## config.mk

```make
export PLATFORM = sky130hd
export DESIGN_NAME = vgpr_operand_fetch_flat
export DESIGN_NICKNAME = d
export VERILOG_FILES = /design/src/rtl/vgpr_operand_fetch_pkg.sv /design/src/rtl/vgpr_operand_fetch_if.sv /design/src/rtl/vgpr_operand_fetch_slot.sv /design/src/rtl/vgpr_operand_fetch.sv /design/src/flat_wrapper.sv
export SDC_FILE = /design/constraint.sdc
export NUM_CORES = 1
export LEC_CHECK = 0
export CAP_MARGIN = 10
export CORE_MARGIN = 2
export CORE_UTILIZATION = 35
export CTS_CLUSTER_DIAMETER = 80
export DETAILED_ROUTE_END_ITERATION = 16
export DONT_BUFFER_PORTS = 1
export GPL_TIMING_DRIVEN = 0
export PLACE_DENSITY_LB_ADDON = 0.1
export SLEW_MARGIN = 20
export SYNTH_ARGS = -nofsm -noshare
export SYNTH_HDL_FRONTEND = slang
export SYNTH_SLANG_ARGS = --single-unit
```

## constraint.sdc

```tcl
create_clock -name clk -period 2.8 [get_ports clk]
set_input_delay 0.14 -clock clk [delete_from_list [all_inputs] [get_ports clk]]
set_output_delay 0.14 -clock clk [all_outputs]
set_load 0.02 [all_outputs]
```

## src/rtl/vgpr_operand_fetch_pkg.sv

```systemverilog
// Shared VGPR geometry and operand-fetch FSM encoding.
// Imported by the operand-fetch top, its interface and the per-source slot.
package vgpr_operand_fetch_pkg;

    localparam int VGPR_ADDR_W = 10;
    localparam int VGPR_DATA_W = 32;
    localparam int VGPR_NUM_RD = 3;

    typedef enum logic [2:0] {
        ST_IDLE     = 3'd0,
        ST_ISSUE_LO = 3'd1,
        ST_ISSUE_HI = 3'd2,
        ST_DRAIN    = 3'd3,
        ST_OUT      = 3'd4
    } fetch_state_t;

endpackage

```

## src/rtl/vgpr_operand_fetch_if.sv

```systemverilog
// Request (issue side) and operand (ALU side) handshakes of the VGPR operand fetcher.
// The fetcher connects through the slave modport; issue/ALU models use master.
interface vgpr_operand_fetch_if
    import vgpr_operand_fetch_pkg::*;
#(
    parameter int ADDR_W = VGPR_ADDR_W,
    parameter int DATA_W = VGPR_DATA_W
);
    logic                  req_valid;
    logic                  req_ready;
    logic [3*ADDR_W-1:0]   req_src_addr;
    logic [2:0]            req_src_vld;
    logic [2:0]            req_src_wide;
    logic                  op_valid;
    logic                  op_ready;
    logic [2*DATA_W-1:0]   op_data0;
    logic [2*DATA_W-1:0]   op_data1;
    logic [2*DATA_W-1:0]   op_data2;

    modport master (
        output req_valid, req_src_addr, req_src_vld, req_src_wide, op_ready,
        input  req_ready, op_valid, op_data0, op_data1, op_data2
    );

    modport slave (
        input  req_valid, req_src_addr, req_src_vld, req_src_wide, op_ready,
        output req_ready, op_valid, op_data0, op_data1, op_data2
    );
endinterface

```

## src/rtl/vgpr_operand_fetch_slot.sv

```systemverilog
// One operand source: latched address/mask, read-address mux and low/high word capture.
// With VGPR_OPERAND_FWD_EN defined, snooped VGPR writes override in-flight words.
module vgpr_operand_fetch_slot
    import vgpr_operand_fetch_pkg::*;
#(
    parameter int ADDR_W = VGPR_ADDR_W,
    parameter int DATA_W = VGPR_DATA_W
) (
    input  logic                clk,
    input  logic                rst,
    input  logic                latch,
    input  logic [ADDR_W-1:0]   src_addr,
    input  logic                src_vld,
    input  logic                src_wide,
    input  logic                issue_lo,
    input  logic                issue_hi,
    input  logic                cap_lo,
    input  logic                cap_hi,
    input  logic                op_done,
    input  logic                wr_en,
    input  logic [ADDR_W-1:0]   wr_addr,
    input  logic [DATA_W-1:0]   wr_data,
    input  logic [DATA_W-1:0]   rd_data,
    output logic [ADDR_W-1:0]   rd_addr,
    output logic                is_wide,
    output logic [2*DATA_W-1:0] op_data
);

    logic [ADDR_W-1:0] addr_q;
    logic [ADDR_W-1:0] addr_hi;
    logic              vld_q;
    logic              wide_q;
    logic [DATA_W-1:0] lo_q;
    logic [DATA_W-1:0] hi_q;

    // Natural ADDR_W-bit overflow gives the 1023 -> 0 wrap.
    assign addr_hi = addr_q + ADDR_W'(1);
    assign is_wide = vld_q & wide_q;
    assign op_data = {hi_q, lo_q};

    always_ff @(posedge clk) begin
        if (rst) begin
            addr_q <= '0;
            vld_q  <= 1'b0;
            wide_q <= 1'b0;
        end else if (latch) begin
            addr_q <= src_addr;
            vld_q  <= src_vld;
            wide_q <= src_wide;
        end
    end

    always_comb begin
        rd_addr = '0;
        if (issue_lo && vld_q)
            rd_addr = addr_q;
        else if (issue_hi && is_wide)
            rd_addr = addr_hi;
    end

`ifdef VGPR_OPERAND_FWD_EN
    logic lo_armed_q, hi_armed_q;
    logic lo_fwd_q, hi_fwd_q;
    logic lo_hit, hi_hit;

    // A word is exposed to snooped writes from its issue cycle until the ALU takes it.
    assign lo_hit = wr_en && vld_q  && (issue_lo || lo_armed_q) && (wr_addr == addr_q);
    assign hi_hit = wr_en && is_wide && (issue_hi || hi_armed_q) && (wr_addr == addr_hi);

    always_ff @(posedge clk) begin
        if (rst || latch) begin
            lo_q       <= '0;
            hi_q       <= '0;
            lo_armed_q <= 1'b0;
            hi_armed_q <= 1'b0;
            lo_fwd_q   <= 1'b0;
            hi_fwd_q   <= 1'b0;
        end else begin
            if (op_done) begin
                lo_armed_q <= 1'b0;
                hi_armed_q <= 1'b0;
            end else begin
                if (issue_lo && vld_q)   lo_armed_q <= 1'b1;
                if (issue_hi && is_wide) hi_armed_q <= 1'b1;
            end
            // Once forwarded, the registered read may be stale; keep the written value.
            if (lo_hit) begin
                lo_q     <= wr_data;
                lo_fwd_q <= 1'b1;
            end else if (cap_lo && vld_q && !lo_fwd_q) begin
                lo_q <= rd_data;
            end
            if (hi_hit) begin
                hi_q     <= wr_data;
                hi_fwd_q <= 1'b1;
            end else if (cap_hi && is_wide && !hi_fwd_q) begin
                hi_q <= rd_data;
            end
        end
    end
`else
    logic unused_snoop;
    assign unused_snoop = ^{wr_en, wr_addr, wr_data, op_done};

    always_ff @(posedge clk) begin
        if (rst || latch) begin
            lo_q <= '0;
            hi_q <= '0;
        end else begin
            if (cap_lo && vld_q)   lo_q <= rd_data;
            if (cap_hi && is_wide) hi_q <= rd_data;
        end
    end
`endif

endmodule

```

## src/rtl/vgpr_operand_fetch.sv

```systemverilog
// Operand fetch FSM in front of the 3R/1W VGPR file; optional write snooping under
// VGPR_OPERAND_FWD_EN (handled inside vgpr_operand_fetch_slot).
//   state    | meaning
//   IDLE     | ready for a request, no operand pending
//   ISSUE_LO | low-word read addresses on rd*_addr
//   ISSUE_HI | high-word (addr+1) addresses for wide sources; low words captured
//   DRAIN    | last read data captured (high words if wide, else low words)
//   OUT      | operands presented to the ALU until op_ready
module vgpr_operand_fetch
    import vgpr_operand_fetch_pkg::*;
#(
    parameter int ADDR_W = VGPR_ADDR_W,
    parameter int DATA_W = VGPR_DATA_W
) (
    input  logic                clk,
    input  logic                rst,
    vgpr_operand_fetch_if.slave bus,
    output logic [ADDR_W-1:0]   rd0_addr,
    output logic [ADDR_W-1:0]   rd1_addr,
    output logic [ADDR_W-1:0]   rd2_addr,
    input  logic [DATA_W-1:0]   rd0_data,
    input  logic [DATA_W-1:0]   rd1_data,
    input  logic [DATA_W-1:0]   rd2_data,
    input  logic                wr0_en,
    input  logic [ADDR_W-1:0]   wr0_addr,
    input  logic [DATA_W-1:0]   wr0_data,
    output logic                busy
);

    fetch_state_t state_q, state_d;

    logic [DATA_W-1:0]   rd_data_a [VGPR_NUM_RD];
    logic [ADDR_W-1:0]   rd_addr_a [VGPR_NUM_RD];
    logic [2*DATA_W-1:0] op_data_a [VGPR_NUM_RD];
    logic [VGPR_NUM_RD-1:0] wide_a;

    logic latch, issue_lo, issue_hi, cap_lo, cap_hi, op_done, any_wide;

    assign rd_data_a[0] = rd0_data;
    assign rd_data_a[1] = rd1_data;
    assign rd_data_a[2] = rd2_data;
    assign rd0_addr     = rd_addr_a[0];
    assign rd1_addr     = rd_addr_a[1];
    assign rd2_addr     = rd_addr_a[2];
    assign bus.op_data0 = op_data_a[0];
    assign bus.op_data1 = op_data_a[1];
    assign bus.op_data2 = op_data_a[2];

    assign any_wide      = |wide_a;
    assign bus.req_ready = (state_q == ST_IDLE) && !rst;
    assign bus.op_valid  = (state_q == ST_OUT);
    assign busy          = (state_q != ST_IDLE);

    assign latch    = bus.req_valid && bus.req_ready;
    assign issue_lo = (state_q == ST_ISSUE_LO);
    assign issue_hi = (state_q == ST_ISSUE_HI);
    assign cap_lo   = issue_hi || ((state_q == ST_DRAIN) && !any_wide);
    assign cap_hi   = (state_q == ST_DRAIN) && any_wide;
    assign op_done  = bus.op_valid && bus.op_ready;

    always_ff @(posedge clk) begin
        if (rst)
            state_q <= ST_IDLE;
        else
            state_q <= state_d;
    end

    always_comb begin
        state_d = state_q;
        case (state_q)
            ST_IDLE:     if (latch) state_d = ST_ISSUE_LO;
            ST_ISSUE_LO: state_d = any_wide ? ST_ISSUE_HI : ST_DRAIN;
            ST_ISSUE_HI: state_d = ST_DRAIN;
            ST_DRAIN:    state_d = ST_OUT;
            ST_OUT:      if (op_done) state_d = ST_IDLE;
            default:     state_d = ST_IDLE;
        endcase
    end

    for (genvar g = 0; g < VGPR_NUM_RD; g++) begin : g_slot
        vgpr_operand_fetch_slot #(
            .ADDR_W (ADDR_W),
            .DATA_W (DATA_W)
        ) u_slot (
            .clk      (clk),
            .rst      (rst),
            .latch    (latch),
            .src_addr (bus.req_src_addr[g*ADDR_W +: ADDR_W]),
            .src_vld  (bus.req_src_vld[g]),
            .src_wide (bus.req_src_wide[g]),
            .issue_lo (issue_lo),
            .issue_hi (issue_hi),
            .cap_lo   (cap_lo),
            .cap_hi   (cap_hi),
            .op_done  (op_done),
            .wr_en    (wr0_en),
            .wr_addr  (wr0_addr),
            .wr_data  (wr0_data),
            .rd_data  (rd_data_a[g]),
            .rd_addr  (rd_addr_a[g]),
            .is_wide  (wide_a[g]),
            .op_data  (op_data_a[g])
        );
    end

endmodule

```

## src/flat_wrapper.sv

```systemverilog
// flat-port wrapper written by rule: the top's interface ports become plain ports
module vgpr_operand_fetch_flat import vgpr_operand_fetch_pkg::*;
#(
    parameter int ADDR_W = VGPR_ADDR_W,
    parameter int DATA_W = VGPR_DATA_W
)
  (clk, rst, rd0_addr, rd1_addr, rd2_addr, rd0_data, rd1_data, rd2_data, wr0_en, wr0_addr, wr0_data, busy, bus_req_valid, bus_req_src_addr, bus_req_src_vld, bus_req_src_wide, bus_op_ready, bus_req_ready, bus_op_valid, bus_op_data0, bus_op_data1, bus_op_data2);
  vgpr_operand_fetch_if #(.ADDR_W(ADDR_W), .DATA_W(DATA_W)) bus_i ();
  input  logic clk;
  input  logic rst;
  output logic [ADDR_W-1:0] rd0_addr;
  output logic [ADDR_W-1:0] rd1_addr;
  output logic [ADDR_W-1:0] rd2_addr;
  input  logic [DATA_W-1:0] rd0_data;
  input  logic [DATA_W-1:0] rd1_data;
  input  logic [DATA_W-1:0] rd2_data;
  input  logic wr0_en;
  input  logic [ADDR_W-1:0] wr0_addr;
  input  logic [DATA_W-1:0] wr0_data;
  output logic busy;
  input wire logic [$bits(bus_i.req_valid)-1:0] bus_req_valid;
  input wire logic [$bits(bus_i.req_src_addr)-1:0] bus_req_src_addr;
  input wire logic [$bits(bus_i.req_src_vld)-1:0] bus_req_src_vld;
  input wire logic [$bits(bus_i.req_src_wide)-1:0] bus_req_src_wide;
  input wire logic [$bits(bus_i.op_ready)-1:0] bus_op_ready;
  output wire logic [$bits(bus_i.req_ready)-1:0] bus_req_ready;
  output wire logic [$bits(bus_i.op_valid)-1:0] bus_op_valid;
  output wire logic [$bits(bus_i.op_data0)-1:0] bus_op_data0;
  output wire logic [$bits(bus_i.op_data1)-1:0] bus_op_data1;
  output wire logic [$bits(bus_i.op_data2)-1:0] bus_op_data2;
  assign bus_i.req_valid = bus_req_valid;
  assign bus_i.req_src_addr = bus_req_src_addr;
  assign bus_i.req_src_vld = bus_req_src_vld;
  assign bus_i.req_src_wide = bus_req_src_wide;
  assign bus_i.op_ready = bus_op_ready;
  assign bus_req_ready = bus_i.req_ready;
  assign bus_op_valid = bus_i.op_valid;
  assign bus_op_data0 = bus_i.op_data0;
  assign bus_op_data1 = bus_i.op_data1;
  assign bus_op_data2 = bus_i.op_data2;
  vgpr_operand_fetch #(.ADDR_W(ADDR_W), .DATA_W(DATA_W)) u_core (.clk(clk), .rst(rst), .bus(bus_i), .rd0_addr(rd0_addr), .rd1_addr(rd1_addr), .rd2_addr(rd2_addr), .rd0_data(rd0_data), .rd1_data(rd1_data), .rd2_data(rd2_data), .wr0_en(wr0_en), .wr0_addr(wr0_addr), .wr0_data(wr0_data), .busy(busy));
endmodule
```

==> results.md, run 1 <==
* CTS tree: done
* Chip width at 164 um
* Final period utilization at 94.2%
* Met2 Usage GRT at 36.7%
* Count of different cell masters after synthesis at 45
* Max VDD drop at 0.429 mV
* Setup Buffers After CTS at 0
* Clock sinks at 231
* CTS Buf Count at 27
* Grt ovf at 0
* CP required at 2.66 ns
* F_max at 0.379 GHz
* Dpl cells at 1438
* Net Count, Synth at 1290
* Remaining antenna violation count at 0
* Fin. max-slew vios at 0
* Detailed-route DRC error count at 0
* Pre-CTS setup slack at 0.244 ns
* P&R area growth vs syn at 30.4%
* I/O pins at 404
* Global-route wire length before repair at 45500 um
* Slew Limit Headroom at 35.5%
* Setup crit end: rd2_addr[7]
* Post-synth top flop: dfxtp_1
* Pre-antenna DRT Iters at 4
* Top Usage Layer GRT: met2
* Ys Warns at 0
* CP arrival at 2.50 ns
* Most frequent cell after synthesis: nand2_1
* Avg WL per Cell at 18.7 um
* GRT Total Usage at 21.2%
* Synth Cell Area at 9000 um^2
* H-tree depth at 1
* Hold Vio Cnt, Final at 0
* Vias/cell at 5.10
* Number of fillers in the final layout at 2521
* Initial Util at 35.7%
* Fin cells at 1625
* Ant. Diodes at 0
* Reg clk slew, reported paths at 0.06 ns
* Clock buffer depth at 3
* 1st-iter DRT viols at 408
* Crit path kind: register to primary output
* Crit path time final at 2.64 ns
* MaxCap Viol Count at 0
* Crit path max fanout at 10
* Status: finished, final reports clean
* Final setup vio count at 0
* Final Worst Setup Slack at 0.164 ns
* Cells after synthesis at 1108
* GPL Wtd Cong at 0.845
* Worst setup startpoint: u_core.state_q[2]
* Nets at 1456
* RR Startpoint: u_core.g_slot[2].u_slot.vld_q
* Setup_tns at 0 ns
* Full die area at 27000 um^2
* Final WL at 30500 um
* Top cells by area, synth: dfxtp_1, nand2_1, a21oi_1
* R2R depth at 6
* Final hold slack at 0.0467 ns
* Root Driver: clkbuf_16
* Pleak at 4.10 nW
* Worst setup EP type: primary output
* R2r endpoint: u_core.g_slot[0].u_slot.lo_q[10]
* Synth Register Bits at 231
* Die H at 164 um
* Fraction of registers with async set/reset at 0%
* Top cell type by total area after synthesis: dfxtp_1
* Routed vias at 8281
* Hpwl dp at 22100 um
* Commonest cells post-synth: nand2_1, dfxtp_1, a21oi_1, nand3_1, clkbuf_1
* Largest net degree at the start of global routing at 14
* Yosys top cell area share at 51.4%
* Mean post-synth cell area at 8.12 um^2
* Hold crit path type: input port to register
* Sequential area share after synthesis at 51.4%
* Share of cells above drive strength 1 at 5.48%
* Initial antenna violation count at 0
* Placeable Area at 25200 um^2
* EDFF count, synth at 0
* Startpoint Class: register
* PwrDens at 656 nW/um^2
* Vias in the first global route at 8097
* Clock skew at 0.0133 ns
* GR Layer Usage met1 at 25.0%
* Met3 Usage GRT at 7.38%
* Port bufs at 0
* Row count at 58
* Reg2Reg Setup Slack at 0.44 ns
* Slew @ Worst Pin at 0.960 ns
* Insertion delay to the later sink of the worst-skew pair at 0.53 ns
[how the worst min path moves through the flow]
stage	startpoint	to	slack (ns)	cells past startpoint
global placement	rd1_data[1]	u_core.g_slot[1].u_slot.lo_q[1]	0.27	1
CTS	bus_req_valid	u_core.g_slot[1].u_slot.wide_q	0.01	3
floorplan	bus_req_src_addr[0]	u_core.g_slot[0].u_slot.addr_q[0]	0.26	2
detailed placement	rd1_data[17]	u_core.g_slot[1].u_slot.lo_q[17]	0.27	1
global route	bus_req_valid	u_core.g_slot[1].u_slot.wide_q	0.05	3
finish	bus_req_valid	u_core.g_slot[1].u_slot.wide_q	0.05	3
[power by group]
part	internal, mW	switching [mW]
clock	2.17	1.40
combinational	0.276	0.381
sequential	3.36	0.109
[flip-flops by register name (all words and copies together) (netlist names)]
register	cells
u_core.state_q	3
u_core.g_slot.u_slot.lo_q	96
u_core.g_slot.u_slot.addr_q	30
u_core.g_slot.u_slot.hi_q	96
u_core.g_slot.u_slot.wide_q	3
u_core.g_slot.u_slot.vld_q	3
[worst max-delay path, cell delays in order, from the launching register on]
cell and delay, ns:
dfxtp_1 0.34, clkbuf_1 0.24, nor4bb_2 0.72, nor3_1 0.16, xnor2_1 0.16, nor2_1 0.34
[cell usage in the layout, fill, tap and decap left out, types with 3 or more instances in the layout]
master,synthesis,routed
o21ai_0,46,44
nor2_1,26,25
a22o_1,35,35
and3b_1,3,3
clkinv_2,0,5
nand2_1,313,313
clkbuf_16,0,27
buf_6,5,5
a21oi_1,137,137
nand3_1,83,83
inv_1,8,8
xnor2_1,9,9
dlygate4sd3_1,0,138
ha_1,3,3
nor3_1,9,9
o31ai_1,4,4
clkbuf_2,0,3
nand2b_1,34,34
nand4_1,5,5
clkbuf_8,0,4
nor4_1,3,3
nand3b_1,37,37
dfxtp_1,231,230
bufinv_16,0,3
or4_1,3,3
nor2b_1,4,4
clkbuf_1,69,73
buf_2,7,7
[per-layer routing]
layer / vias to the layer above / wire (um)
met4: 0 / 741
met5: - / 0
met3: 50 / 3090
li1: 4106 / -
met1: 3831 / 12200
met2: 294 / 14400
[cell type report]
cell class	instances	area (um^2)	share of cell area [%]
Tap cell	330	413	3.52
Clock inverter	11	143	1.21
Sequential cell	231	4630	39.4
Buffer	81	354	3.02
Multi-Input combinational cell	787	4040	34.4
Inverter	8	30.0	0.256
Timing Repair Buffer	138	1380	11.8
Clock buffer	39	761	6.48
[metrics by stage]
stage,power [mW],utilization [%],instance area (um^2)
global route,8.00,46.6,11700
CTS,7.80,46.6,11700
finish,7.70,46.6,11700
floorplan,3.85,-,9000
detailed placement,4.01,37.4,9420
global placement,4.00,37.4,9420
[logic make-up after synthesis]
kind of cell	synth area share, %
flops	51.4
mux	0.125
buf+inv	4.27
simple gates	27.5
xor+xnor	1.07
fa+ha+maj	0.417
compound gates	15.2
[what timing repair did]
action | in CTS | in global routing
hold buffers | 138 | 0
hold endpoints to repair | 229 | 0
endpoints found under the setup margin | 14 | 10
gates resized for setup | 10 | 5
Note: power is estimated with default switching activity, not from simulation.
==> run 2, diff against run 1 <==
--- a/config.mk
+++ b/config.mk
@@ -7,5 +7,5 @@
 export LEC_CHECK = 0
 export CAP_MARGIN = 10
-export CORE_MARGIN = 2
+export CORE_MARGIN = 10
 export CORE_UTILIZATION = 35
 export CTS_CLUSTER_DIAMETER = 80
@@ -14,4 +14,5 @@
 export GPL_TIMING_DRIVEN = 0
 export PLACE_DENSITY_LB_ADDON = 0.1
+export SETUP_SLACK_MARGIN = 0.2
 export SLEW_MARGIN = 20
 export SYNTH_ARGS = -nofsm -noshare
==> constraint.sdc (replaced) <==
create_clock -name clk -period 2.8 [get_ports clk]
set_input_delay 0.56 -clock clk [delete_from_list [all_inputs] [get_ports clk]]
set_output_delay 0.56 -clock clk [all_outputs]
set_load 0.02 [all_outputs]
==> results.md, run 2 (synthesis results as in run 1) <==
* Initial antenna violation count at 0 (unchanged)
* MaxCap Viol Count at 0 (unchanged)
* Hpwl dp at 25300 um (+15%)
* Chip width at 180 um (+9.7%)
* Routed vias at 7936 (-4.2%)
* Insertion delay to the later sink of the worst-skew pair at 0.52 ns (about the same)
* CP cell instances: buf_8 -> clkbuf_16 -> and3b_1 -> o211ai_1 -> nor2_1 -> mux2_4
* Largest stage delay, worst path at 0.44 ns (-0.28 ns)
* 1st-iter DRT viols at 318 (-22%)
* Fin. max-slew vios at 0 (unchanged)
* Hold Path Origin: bus_req_src_vld[1]
* RSZ-0062 raised after global routing: yes
* Slew Limit Headroom at 42.3% (+6.8 points)
* Row count at 58 (unchanged)
* Vias in the first global route at 7719 (-4.7%)
* Hold Vio Cnt, Final at 0 (unchanged)
* I/O pins at 404 (unchanged)
* CP arrival at 2.13 ns (-0.37 ns)
* Final setup vio count at 0 (unchanged)
* Initial Util at 35.6% (-0.10 points)
* Crit path time final at 2.69 ns (+0.0497 ns)
* Full die area at 32500 um^2 (+20%)
* Grt ovf at 0 (unchanged)
* Met3 Usage GRT at 9.00% (+1.6 points)
* GR Layer Usage met1 at 21.9% (-3.0 points)
* R2R depth at 6 (unchanged)
* Startpoint Class: register
* Nets at 1350 (-7.3%)
* Clock buffer depth at 3 (unchanged)
* CTS Buf Count at 26 (-3.7%)
* Crit path kind: register to primary output
* Number of fillers in the final layout at 2584 (+2.5%)
* Largest regs: u_core.g_slot.u_slot.hi_q: 96 flops, u_core.g_slot.u_slot.lo_q: 96 flops, u_core.g_slot.u_slot.addr_q: 30 flops
* Pleak at 3.74 nW (-8.6%)
* Final Worst Setup Slack at 0.114 ns (-0.0497 ns)
* Detailed-route DRC error count at 0 (unchanged)
* F_max at 0.372 GHz (-1.8%)
* Met2 Usage GRT at 32.6% (-4.1 points)
* Setup_tns at 0 ns (unchanged)
* Global-route wire length before repair at 50600 um (+11%)
* Hold Path Depth at 2 (-1)
* Ant. Diodes at 0 (unchanged)
* CP required at 2.24 ns (-0.42 ns)
* Worst setup startpoint: u_core.state_q[1]
* Area after DPL at 9420 um^2 (unchanged)
* Crit path max fanout at 8 (-2)
* Top Usage Layer GRT: met2
* Most frequent cells in the layout: nand2_1, dfxtp_1, a21oi_1
* Die H at 180 um (+9.7%)
* P&R area growth vs syn at 22.8%
* GPL Wtd Cong at 0.845 (about the same)
* CTS Hold Buffers Added at 0 (-100%)
* Final WL at 33700 um (+11%)
* CTS tree: done
* Vias/cell at 5.26 (+3.2%)
* H-tree depth at 1 (unchanged)
* CP max-delay cell: o211ai_1
* Root Driver: clkbuf_16
* Pre-CTS setup slack at -0.168 ns (-0.412 ns)
* Clock skew at 0.0191 ns (+0.00584 ns)
* Slew @ Worst Pin at 0.865 ns (-0.0950 ns)
* Final Cell Area at 11100 um^2 (-5.9%)
* GRT Total Usage at 19.4% (-1.9 points)
* Status: finished, final reports clean
* Reg clk slew, reported paths at 0.06 ns (about the same)
* Hold crit path type: input port to register
* Share of cells above drive strength 1 at 14.1% (+8.6 points)
* Largest net degree at the start of global routing at 13 (-1)
* Max VDD drop at 0.537 mV (+25%)
* Remaining antenna violation count at 0 (unchanged)
* Worst setup EP type: primary output
* Most common cell after layout, fill and taps aside: nand2_1
* Final period utilization at 95.9% (+1.8 points)
* Port bufs at 0 (unchanged)
* Pre-antenna DRT Iters at 5 (+1)
* Placeable Area at 25300 um^2 (+0.29%)
* PwrDens at 660 nW/um^2 (+0.68%)
* Post-layout util at 43.8% (-2.9 points)
* Clock sinks at 231 (unchanged)
* RR Startpoint: u_core.g_slot[0].u_slot.vld_q
* Avg WL per Cell at 22.3 um (+19%)
-- run 2: changes by cell type in the layout (fill, tap and decap cells not counted), sizes merged --
cell	change
bufinv	-2
clkinv	-3
inv	-2
buf	+36
dlygate4sd3	-138
clkinvlp	-1
clkbuf	-6
-- run 2: where the power goes --
part           internal [mW]  switching, mW
logic                  0.231          0.376
registers               3.36          0.119
clock network           1.90           1.30
-- run 2: path summary, 6_finish.rpt --
kind | to | slack [ns]
worst max-delay path | rd2_addr[8] | 0.11
worst min-delay path | u_core.g_slot[1].u_slot.vld_q | 0.16
worst max register to register | u_core.g_slot[0].u_slot.lo_q[7] | 0.43
worst min register to register | u_core.g_slot[2].u_slot.addr_q[5] | 0.50
-- run 2: critical path: cells and delay by family (launching register included) --
| family | cells | cell delay, ns |
|---|---|---|
| AO/OA/AOI/OAI | 1 | 0.44 |
| multiplexers | 1 | 0.33 |
| flip-flops | 1 | 0.32 |
| buffers and inverters | 2 | 0.27 |
| AND/OR/NAND/NOR | 2 | 0.24 |
-- run 2: timing repair --
action | 4_1_cts | 5_1_grt
resized for setup | 119 | 44
endpoints found under the setup margin | 52 | 135
pin swaps | 25 | 20
setup buffers | 20 | 12
-- run 2: layout make-up --
class                   instances  area [um^2]  share of cell area, %
flip-flops and latches        231         4640                   42.0
multi-input cells             787         4480                   40.5
clock buffers                  36          739                   6.69
plain buffers                  82          452                   4.09
well taps                     330          413                   3.74
repair buffers                 32          255                   2.31
clock inverters                 3         40.0                  0.362
inverters                       8         30.0                  0.272
-- run 2: per-layer routing --
| layer | vias up | wire length, um |
|---|---|---|
| met5 | - | 0 |
| met4 | 0 | 720 |
| met3 | 39 | 3910 |
| met2 | 288 | 16100 |
| met1 | 3735 | 13000 |
| li1 | 3874 | - |
-- run 2: metrics by stage --
step	power (mW)	cells	hold WS, ns
finish	7.29	1509	0.157
global route	7.59	1509	0.144
CTS	7.36	1497	0.129
detailed placement	4.01	1438	0.483
global placement	4.01	1438	0.484
floorplan	3.85	1108	0.462
